## src/rtl/mem_port_arbiter.sv

```systemverilog
// rtl/mem_port_arbiter.sv - shares one memory port between fetch and load/store; data wins unless fetch starves
// Optional: define ARB_TIMEOUT_EN to abort accesses that never see mem_ready (adds TIMEOUT_CYC parameter).
module mem_port_arbiter #(
  parameter int AW           = 32,
  parameter int DW           = 32,
  parameter int STARVE_LIMIT = 4
`ifdef ARB_TIMEOUT_EN
  , parameter int TIMEOUT_CYC = 64
`endif
) (
  input  logic          clk,
  input  logic          rst,
  input  logic          if_req,
  input  logic [AW-1:0] if_addr,
  output logic          if_ack,
  output logic [DW-1:0] if_rdata,
  output logic          if_err,
  input  logic          d_req,
  input  logic          d_we,
  input  logic [AW-1:0] d_addr,
  input  logic [DW-1:0] d_wdata,
  output logic          d_ack,
  output logic [DW-1:0] d_rdata,
  output logic          d_err,
  output logic          mem_req,
  output logic          mem_we,
  output logic [AW-1:0] mem_addr,
  output logic [DW-1:0] mem_wdata,
  input  logic          mem_ready,
  input  logic [DW-1:0] mem_rdata,
  output logic          core_stall
);

  typedef enum logic [2:0] {IDLE, BUSY_I, BUSY_D, RESP_I, RESP_D} state_t;

  localparam int SW = $clog2(STARVE_LIMIT + 1);
  localparam logic [SW-1:0] STARVE_MAX = SW'(STARVE_LIMIT);

  state_t        state;
  logic [SW-1:0] starve_cnt;
  logic          grant_d;

  // Data wins unless fetch has already lost STARVE_LIMIT times in a row.
  assign grant_d    = d_req & (~if_req | (starve_cnt < STARVE_MAX));
  assign core_stall = (if_req & ~if_ack) | (d_req & ~d_ack);

`ifdef ARB_TIMEOUT_EN
  localparam int TW = (TIMEOUT_CYC > 1) ? $clog2(TIMEOUT_CYC) : 1;
  localparam logic [TW-1:0] TMO_LAST = TW'(TIMEOUT_CYC - 1);
  logic [TW-1:0] tmo_cnt;
`else
  assign if_err = 1'b0;
  assign d_err  = 1'b0;
`endif

  always_ff @(posedge clk or posedge rst) begin
    if (rst) begin
      state      <= IDLE;
      starve_cnt <= '0;
      if_ack     <= 1'b0;
      if_rdata   <= '0;
      d_ack      <= 1'b0;
      d_rdata    <= '0;
      mem_req    <= 1'b0;
      mem_we     <= 1'b0;
      mem_addr   <= '0;
      mem_wdata  <= '0;
`ifdef ARB_TIMEOUT_EN
      tmo_cnt    <= '0;
      if_err     <= 1'b0;
      d_err      <= 1'b0;
`endif
    end else begin
      if_ack <= 1'b0;
      d_ack  <= 1'b0;
`ifdef ARB_TIMEOUT_EN
      if_err <= 1'b0;
      d_err  <= 1'b0;
`endif
      case (state)
        IDLE: begin
`ifdef ARB_TIMEOUT_EN
          tmo_cnt <= '0;
`endif
          if (grant_d) begin
            state     <= BUSY_D;
            mem_req   <= 1'b1;
            mem_we    <= d_we;
            mem_addr  <= d_addr;
            mem_wdata <= d_wdata;
            if (if_req && starve_cnt != STARVE_MAX)
              starve_cnt <= starve_cnt + 1'b1;
          end else if (if_req) begin
            state      <= BUSY_I;
            mem_req    <= 1'b1;
            mem_we     <= 1'b0;
            mem_addr   <= if_addr;
            mem_wdata  <= '0;
            starve_cnt <= '0;
          end
        end
        BUSY_I, BUSY_D: begin
          if (mem_ready) begin
            mem_req <= 1'b0;
            if (state == BUSY_I) begin
              state    <= RESP_I;
              if_ack   <= 1'b1;
              if_rdata <= mem_rdata;
            end else begin
              state   <= RESP_D;
              d_ack   <= 1'b1;
              d_rdata <= mem_we ? '0 : mem_rdata;
            end
          end
`ifdef ARB_TIMEOUT_EN
          else if (tmo_cnt == TMO_LAST) begin
            mem_req <= 1'b0;
            if (state == BUSY_I) begin
              state    <= RESP_I;
              if_ack   <= 1'b1;
              if_err   <= 1'b1;
              if_rdata <= '0;
            end else begin
              state   <= RESP_D;
              d_ack   <= 1'b1;
              d_err   <= 1'b1;
              d_rdata <= '0;
            end
          end else begin
            tmo_cnt <= tmo_cnt + 1'b1;
          end
`endif
        end
        // No grant here, so a requester dropping req on its ack is never re-served.
        RESP_I, RESP_D: state <= IDLE;
        default:        state <= IDLE;
      endcase
    end
  end

endmodule

```

## config.mk

```make
export PLATFORM = sky130hd
export DESIGN_NAME = mem_port_arbiter
export DESIGN_NICKNAME = d
export VERILOG_FILES = /design/src/rtl/mem_port_arbiter.sv
export SDC_FILE = /design/constraint.sdc
export NUM_CORES = 1
export LEC_CHECK = 0
export BUFFER_PORTS_ARGS = -buffer_cell sky130_fd_sc_hd__buf_2
export CAP_MARGIN = 5
export CORE_MARGIN = 1
export CORE_UTILIZATION = 50
export DETAILED_ROUTE_END_ITERATION = 8
export PLACE_DENSITY = 0.86
export SYNTH_ARGS = -nofsm -noshare
export SYNTH_HDL_FRONTEND = slang
export SYNTH_SLANG_ARGS = --single-unit
```

## constraint.sdc

```tcl
create_clock -name clk -period 9.85 [get_ports clk]
set_clock_uncertainty 0.1 [all_clocks]
set_input_delay 1.97 -clock clk [delete_from_list [all_inputs] [get_ports clk]]
set_output_delay 1.97 -clock clk [all_outputs]
set_load 0.03 [all_outputs]
```

# Yosys cells after proc, flatten, opt, wreduce, memory -nomap -nowiden

Cells that the tools add are included.
W data, S select, Z words.

Bits in registers: 138
Bits in latches: 0
RAM bits: 0
ROM bits: 0
Input bits: 134
Output and inout port bits: 135
Memories: 0

$add $sub $neg: 1
Multiply operators: 0
Divide/modulo/power cells: 0
$lt $le $gt $ge: 1
Eq/ne operators: 6
Shifts and indexed selects: 0
Muxes and demuxes: 25
Bitwise operators: 9
Reduce and logical (&&, ||, !) cells: 11

Operators with widths:

| cell                  | number |
|---|---|
| $mux W32              | 5 |
| $mux W3               | 7 |
| $reduce_and A3 Y1     | 4 |
| $mux W1               | 11 |
| $ne A3 B3 Y1 const B  | 2 |
| $pmux W3 S2           | 1 |
| $not A1 Y1            | 4 |
| $reduce_and A2 Y1     | 2 |
| $reduce_bool A2 Y1    | 2 |
| $add A3 B1 Y3 const B | 1 |
| $and A1 B1 Y1         | 3 |
| $eq A3 B1 Y1 const B  | 1 |
| $eq A3 B2 Y1 const B  | 1 |
| $logic_not A3 Y1      | 1 |
| $lt A3 B3 Y1 const B  | 1 |
| $ne A2 B1 Y1 const B  | 1 |
| $ne A2 B2 Y1 const B  | 1 |
| $or A1 B1 Y1          | 2 |
| $pmux W1 S2           | 1 |
| $reduce_or A2 Y1      | 1 |
| $logic_and A1 B1 Y1   | 1 |

# Longest topological paths before layout

Gate-level depths: netlist (run 1).

Depth after elaboration: 5
Depth in mapped cells: 6

# Least setup slack after synthesis (run 1)

No wires, ideal clock.

Kind: input to output
Start: input if_req
End: output core_stall
Arrival time: 2498 ps
Data required time: 7780 ps
Setup slack: 5282 ps
Cell stages on the path: 2
Cell sequence: inv_1 o22ai_1

Word-level cells in the longest chain between the ends: 2

Ends and longest elaborated chain:

| what            | line | source |
|---|---|---|
| start, declared | 13   | `input logic if_req,` |
| $and A1 B1 Y1   | 45   | `assign core_stall = (if_req & ~if_ack) \| (d_req & ~d_ack);` |
| $or A1 B1 Y1    | 45   |  |
| end, declared   | 31   | `output logic core_stall` |

Every way passes these cells.

# Worst setup path in the final report (run 1)

Same ends and word-level chain as after synthesis.

==> results of run 1 <==
## layer usage
metal	up-vias	part of all wire, %	routed length (um)
met4	2	2.9	427
met1	2258	38	5673
met5	-	0.074	11
li1	2091	-	-
met2	214	52	7668
met3	36	7.2	1067
## power groups by stage
| stage | registers, mW | logic, mW | clock network (mW) |
|---|---|---|---|
| CTS | 0.986 | 1.32 | 0.698 |
| floorplan | 1.44 | 0.472 | 0 |
| global placement | 0.973 | 1.28 | 0 |
| finish | 0.989 | 1.31 | 0.686 |
| global route | 1.02 | 1.39 | 0.721 |
| detailed placement | 0.987 | 1.31 | 0 |
## worst paths after layout
check	to	slack, ps
worst min register to register	d_rdata[8]	380
worst max-delay path	core_stall	5260
min in group asynchronous	mem_addr[22]	1370
worst max register to register	mem_addr[24]	7390
worst min-delay path	d_rdata[8]	380
max in group asynchronous	mem_wdata[0]	6800
## cell families (layout without fill, tap and decap cells)
kind of cell	after synthesis	in the layout
AOI/OAI and AO/OA	109	109
adders and majority gates	2	2
buffers and inverters	47	310
DFF	138	138
muxes	33	33
other	1	2
and+or+nand+nor	111	111
## registers in the layout (all words and copies together) (netlist names)
register / flops
if_rdata: 32
if_ack: 1
d_ack: 1
mem_wdata: 32
mem_we: 1
starve_cnt: 3
d_rdata: 32
mem_addr: 32
state: 3
mem_req: 1
## cells in the mapped netlist, types with 2 or more instances
cell type,instances,area (um2)
or3_1,32,200.2
buf_2,4,20.02
nor3_1,2,10.01
dfrtp_1,138,3453
o21ai_0,33,165.2
buf_4,2,15.01
o221a_1,5,56.30
a21oi_1,3,15.01
nand2_1,34,127.6
buf_6,6,67.56
nor2_1,3,11.26
ha_1,2,25.02
mux2_2,25,281.5
inv_1,8,30.03
nor2b_1,2,12.51
mux2_1,8,90.09
o21ai_1,2,10.01
a22o_1,35,306.5
nand2b_1,33,206.5
clkbuf_1,27,101.4
o221a_2,27,304.0
## through the flow
| stage | cell area (um2) | total power [mW] | utilization (%) |
|---|---|---|---|
| finish | 7620 | 2.986 | 69.98 |
| global route | 7620 | 3.134 | 69.98 |
| CTS | 7620 | 3.006 | 69.98 |
| detailed placement | 6982 | 2.301 | 64.12 |
| global placement | 6982 | 2.253 | 64.12 |
| floorplan | 5603 | 1.907 | - |
## area by class of cell
| type | count | area, um2 |
|---|---|---|
| clock inverter | 8 | 165.2 |
| timing repair buffer | 272 | 1376 |
| fill | 792 | 3268 |
| multi-input combinational | 257 | 1942 |
| clock buffer | 22 | 473.0 |
| tap | 140 | 175.2 |
| sequential | 138 | 3453 |
| inverter | 8 | 35.03 |
## worst register-to-register path, cell delays in order, from the launching register on
cell     delay [ps]
dfrtp_1         530
nor3_1          320
nor2b_2        1040
o221a_2         400
==> key figures, run 1 <==
Logic synthesis
  – Simple-gate share of the synthesized area: 11.13%
  – Post-synthesis async set-or-reset flop share: 100.0%
  – Syn avg cell area: 12.70 um2
  – Mapped cell area: 5599 um2
  – Xor/xnor share of the synthesized area: 0%
  – Mux cell area share after synthesis: 6.637%
  – Sequential fraction of the synthesis area: 61.68%
  – YS warnings: 0
  – Number of flops mapped to enable cells by yosys: 0
  – Syn Inst Count: 441
  – Adder-cell share of the synthesized area: 0.4469%
  – Post-synthesis compound-gate area fraction: 15.87%
  – Yosys reg bits: 138
  – Count of different cell masters after synthesis: 31
  – Combinational family with the most area after synthesis: compound AO/OA/AOI/OAI gates
  – Main synth FF type: dfrtp_1

STA
  – Worst Slack Setup Final: 5262 ps
  – Slew margin rel.: 16.77%
  – Setup violators final: 0
  – FMAX: 218.0 MHz
  – RSZ-0062 raised after global routing: no
  – Period utilization: 46.58%
  – Worst hold margin: 377.1 ps
  – Fin. Hold Viols: 0
  – Slew @ Worst Pin: 1243 ps
  – Minimum clock period: 4588 ps
  – Fin Setup TNS: 0 ps
  – Max Slew Vio Count: 0

GRT
  – Remaining global-route overflow: 0
  – Antenna violations before repair: 1
  – Total GRT Usage: 26.04%
  – Most used routing layer: met2
  – Global-route wire length before repair: 22,770 um
  – Grt met3 use: 7.930%
  – Grt met2 use: 44.55%
  – Largest net degree at the start of global routing: 88
  – Met1 Use GR: 29.30%
  – Vias in the first global route: 4,627

Power
  – Peak supply drop: 0.2216 mV
  – Cell Pwr Density: 391.9 nW/um2
  – Reg power frac: 33.1%
  – Leakage: 3.862 nW
  – Sw power: 1.253 mW
  – P_int: 1.733 mW
  – Switch share: 41.95%
  – Clock power frac: 23.0%
  – Comb power frac: 43.9%

CTS
  – CTS tree: built
  – CTS Buf Count: 17
  – H-tree depth: 4
  – Clk buf depth: 2
  – Clk sinks: 138
  – Post-CTS setup buffers: 0
  – Skew-Pair Late Insertion Delay: 520 ps
  – Post-CTS sizing: 0
  – CTS root buf: clkbuf_8
  – Worst-path clk slew: 60 ps
  – Hold buffers post-CTS: 0

Run status
  – Status: completed

Floorplan
  – Die Ht: 107.8 um
  – Starting Density: 51.42%
  – IO Count: 269
  – Chip Width: 107.8 um
  – Area of the core: 10,890 um2
  – # rows: 38
  – Total die area: 11,630 um2

Detailed routing
  – Post-Route WL: 14,850 um
  – Router iterations before antenna repair: 4
  – WL per Instance: 17.57 um
  – Routed vias: 4,601
  – Routed Antenna Nets: 0
  – Starting DRT DRC Count: 294
  – Number of vias per cell: 5.445
  – DRC Markers: 0

Cells and area
  – # diodes: 0
  – Non-Filler Instances: 845
  – Most frequent cells in the layout: buf_2 (266), dfrtp_1 (138), a22o_1 (35)
  – Final nets: 830
  – Commonest non-fill, non-tap cell in the layout: buf_2
  – Layout cells sized above 1: 51.21%
  – P&R area growth vs syn: 36.09%

Place
  – Port bufs: 266
  – Dpl cells: 815
  – Setup slack at placement: 5266 ps
  – GPL Wtd Cong: 0.7719
  – Half-perimeter wire length after placement: 10,240 um

Hold path
  – Hold path cells: 2
  – Worst Hold Class: reg -> reg
  – Hold Startpoint: d_rdata[8]

Run
  – Max-cap violations: 0

Worst setup path
  – Crit path required time: 7780 ps
  – R2R depth: 3
  – Critical Path Start Type: input pin
  – Worst Path Class, Setup: in -> out
  – Worst r2r src: state[1]
  – Crit-path leading delay family: buffers and inverters
  – Crit-path most repeated cell: buf_2
  – Slowest CP cell: buf_2
  – Crit path depth: 4
  – Worst Path Buf+Inv: 3
  – Worst EP arrival: 2520 ps
  – Worst path cell trace: buf_2 -> inv_1 -> o22ai_1 -> buf_2
  – CP Capture Type: output pin
  – Crit path max fanout: 6
  – CP max stage delay: 210 ps
  – CP Launch Point: if_req
Power figures use the tool's default switching activity.
==> inputs of run 2 (changes only) <==
--- a/config.mk
+++ b/config.mk
@@ -5,12 +5,13 @@
 export SDC_FILE = /design/constraint.sdc
 export NUM_CORES = 1
 export LEC_CHECK = 0
+export ABC_AREA = 1
 export BUFFER_PORTS_ARGS = -buffer_cell sky130_fd_sc_hd__buf_2
 export CAP_MARGIN = 5
 export CORE_MARGIN = 1
-export CORE_UTILIZATION = 50
+export CORE_UTILIZATION = 42
 export DETAILED_ROUTE_END_ITERATION = 8
-export PLACE_DENSITY = 0.86
+export PLACE_DENSITY = 0.76
 export SYNTH_ARGS = -nofsm -noshare
 export SYNTH_HDL_FRONTEND = slang
 export SYNTH_SLANG_ARGS = --single-unit
==> constraint.sdc (replaced) <==
create_clock -name clk -period 3.95 [get_ports clk]
set_clock_uncertainty 0.1 [all_clocks]
set_input_delay 0.79 -clock clk [delete_from_list [all_inputs] [get_ports clk]]
set_output_delay 0.79 -clock clk [all_outputs]
set_load 0.03 [all_outputs]
==> key figures, run 2 <==
CTS
  – H-tree depth: 4
  – Skew-Pair Late Insertion Delay: 410 ps
  – CTS tree: built
  – Post-CTS setup buffers: 0
  – Hold buffers post-CTS: 0
  – CTS Buf Count: 17
  – Clk sinks: 138
  – Clk buf depth: 2
  – Worst-path clk slew: 60 ps
  – CTS root buf: clkbuf_16
  – Post-CTS sizing: 0

Worst setup path
  – CP max stage delay: 600 ps
  – Crit path required time: 4090 ps
  – Flop2flop setup slack: 1470 ps
  – CP Capture Type: register
  – Critical Path Start Type: input pin
  – Worst EP arrival: 2710 ps
  – Crit path depth: 7
  – Worst Path Buf+Inv: 2
  – End of the worst register-to-register path: mem_we
  – Crit-path most repeated cell: nand2_2
  – Worst r2r src: starve_cnt[2]
  – Slowest CP cell: nor2_8
  – Worst path cell trace: buf_2 -> nand2_1 -> nand2_2 -> nor2_8 -> inv_2 -> nand2_2 -> o21ai_0
  – R2R depth: 6
  – Crit path max fanout: 37
  – Worst Path Class, Setup: in -> reg
  – Crit-path leading delay family: simple AND/OR/NAND/NOR gates

STA
  – Setup violators final: 0
  – Fin. Hold Viols: 0
  – Fin Setup TNS: 0 ps
  – Max Slew Vio Count: 0
  – RSZ-0062 raised after global routing: no
  – FMAX: 390.1 MHz
  – Slew margin rel.: 28.52%
  – Minimum clock period: 2563 ps
  – Slew @ Worst Pin: 1071 ps
  – Worst hold margin: 364.3 ps
  – Period utilization: 64.89%

Floorplan
  – Die Ht: 119.7 um
  – Chip Width: 119.7 um
  – Total die area: 14,320 um2
  – # rows: 42
  – Area of the core: 13,350 um2
  – Starting Density: 43.56%
  – IO Count: 269

Detailed routing
  – DRC Markers: 0
  – Post-Route WL: 15,130 um
  – Starting DRT DRC Count: 233
  – Router iterations before antenna repair: 4
  – WL per Instance: 13.09 um
  – Number of vias per cell: 4.584
  – Routed vias: 5,299
  – Routed Antenna Nets: 0

Logic synthesis
  – Post-synthesis compound-gate area fraction: 3.292%
  – Simple-gate share of the synthesized area: 31.91%
  – Number of flops mapped to enable cells by yosys: 0
  – Top cell type's share of synthesized area: 59.39%
  – Mux cell area share after synthesis: 0%
  – Most common cell in the synthesized netlist: nand2_1
  – YS warnings: 0
  – Yosys reg bits: 138
  – Post-synthesis async set-or-reset flop share: 100.0%
  – Area contributors post-synth: dfrtp_1 (59%), nand2_1 (30%), o21ai_0 (3.2%)
  – Cell accounting for the most synthesized area: dfrtp_1
  – Syn Inst Count: 712
  – Mapped cell area: 5814 um2
  – Main synth FF type: dfrtp_1
  – Xor/xnor share of the synthesized area: 0.1506%
  – List of most frequent post-synthesis cells: nand2_1 (465), dfrtp_1 (138), o21ai_0 (37)
  – Count of different cell masters after synthesis: 21
  – Sequential fraction of the synthesis area: 59.39%
  – Syn avg cell area: 8.166 um2
  – Combinational family with the most area after synthesis: simple AND/OR/NAND/NOR gates
  – Adder-cell share of the synthesized area: 0.4304%

Power
  – Peak supply drop: 0.4649 mV
  – Leakage: 4.731 nW
  – Cell Pwr Density: 921.8 nW/um2

GRT
  – Antenna violations before repair: 2
  – Global-route wire length before repair: 24,140 um
  – Vias in the first global route: 5,068
  – Remaining global-route overflow: 0
  – Total GRT Usage: 21.67%
  – Largest net degree at the start of global routing: 139

Place
  – Port bufs: 266
  – Half-perimeter wire length after placement: 10,420 um
  – Dpl cells: 1,123
  – GPL Wtd Cong: 0.7958

Cells and area
  – Layout cells sized above 1: 31.97%
  – P&R area growth vs syn: 34.97%
  – Commonest non-fill, non-tap cell in the layout: nand2_1
  – Non-Filler Instances: 1,156
  – Most frequent cells in the layout: nand2_1 (465), buf_2 (266), dfrtp_1 (138)
  – Final nets: 1,102

Hold path
  – Worst Hold Class: reg -> reg
  – Hold Path End: mem_req
  – Hold path cells: 2
  – Hold Startpoint: mem_req

Run status
  – Status: completed

Run
  – Max-cap violations: 0
[run 2: worst max-delay path by stage]
stage / from / end
floorplan: rst / d_ack
global placement: if_req / mem_we
detailed placement: if_req / mem_we
CTS: if_req / mem_we
global route: if_req / mem_we
finish: if_req / mem_we
[run 2: worst register-to-register path, stage by stage, from the launching register on]
cell and delay, ps:
dfrtp_1 400, nand2_1 90, nand2_2 410, nor2_8 600
inv_2 80, nand2_2 480, o21ai_0 150
[run 2: stage by stage]
stage	utilization, %	power [mW]	setup WS (ps)	area [um2]
global placement	54.04	5.536	990.4	7213
global route	58.77	7.696	1145	7845
floorplan	-	4.665	1339	5822
detailed placement	54.04	5.599	887.5	7213
CTS	58.77	7.309	1340	7845
finish	58.79	7.233	1387	7848
[run 2: where the power goes]
| group | internal (mW) | switching [mW] | total (mW) | leakage (nW) |
|---|---|---|---|---|
| clock | 1.08 | 0.607 | 1.68 | 0.303 |
| combinational | 0.863 | 2.34 | 3.20 | 2.68 |
| sequential | 2.02 | 0.325 | 2.35 | 1.75 |
| total | 3.96 | 3.27 | 7.23 | 4.73 |
[run 2: cells by family after synthesis]
kind of cell / Yosys count
simple gates: 480
flops: 138
buf+inv: 52
compound gates: 38
fa+ha+maj: 2
xor+xnor: 1
other cells: 1
[run 2: layout make-up]
type,instances,area [um2]
Tap cell,176,220.2
Fill cell,1237,5500
Antenna cell,1,2.502
Clock inverter,14,192.7
Inverter,15,60.06
Clock buffer,18,439.2
Timing Repair Buffer,271,1381
Sequential cell,138,3453
Multi-Input combinational cell,523,2098
[run 2: routing by layer]
layer	wire [um]	global-route usage, %	part of all wire (%)	vias to the layer above
li1	-	-	-	2667
met2	7089	35.73	47	196
met5	11	0	0.073	-
met4	221	7.266	1.5	2
met1	6558	26.75	43	2414
met3	1254	7.082	8.3	20
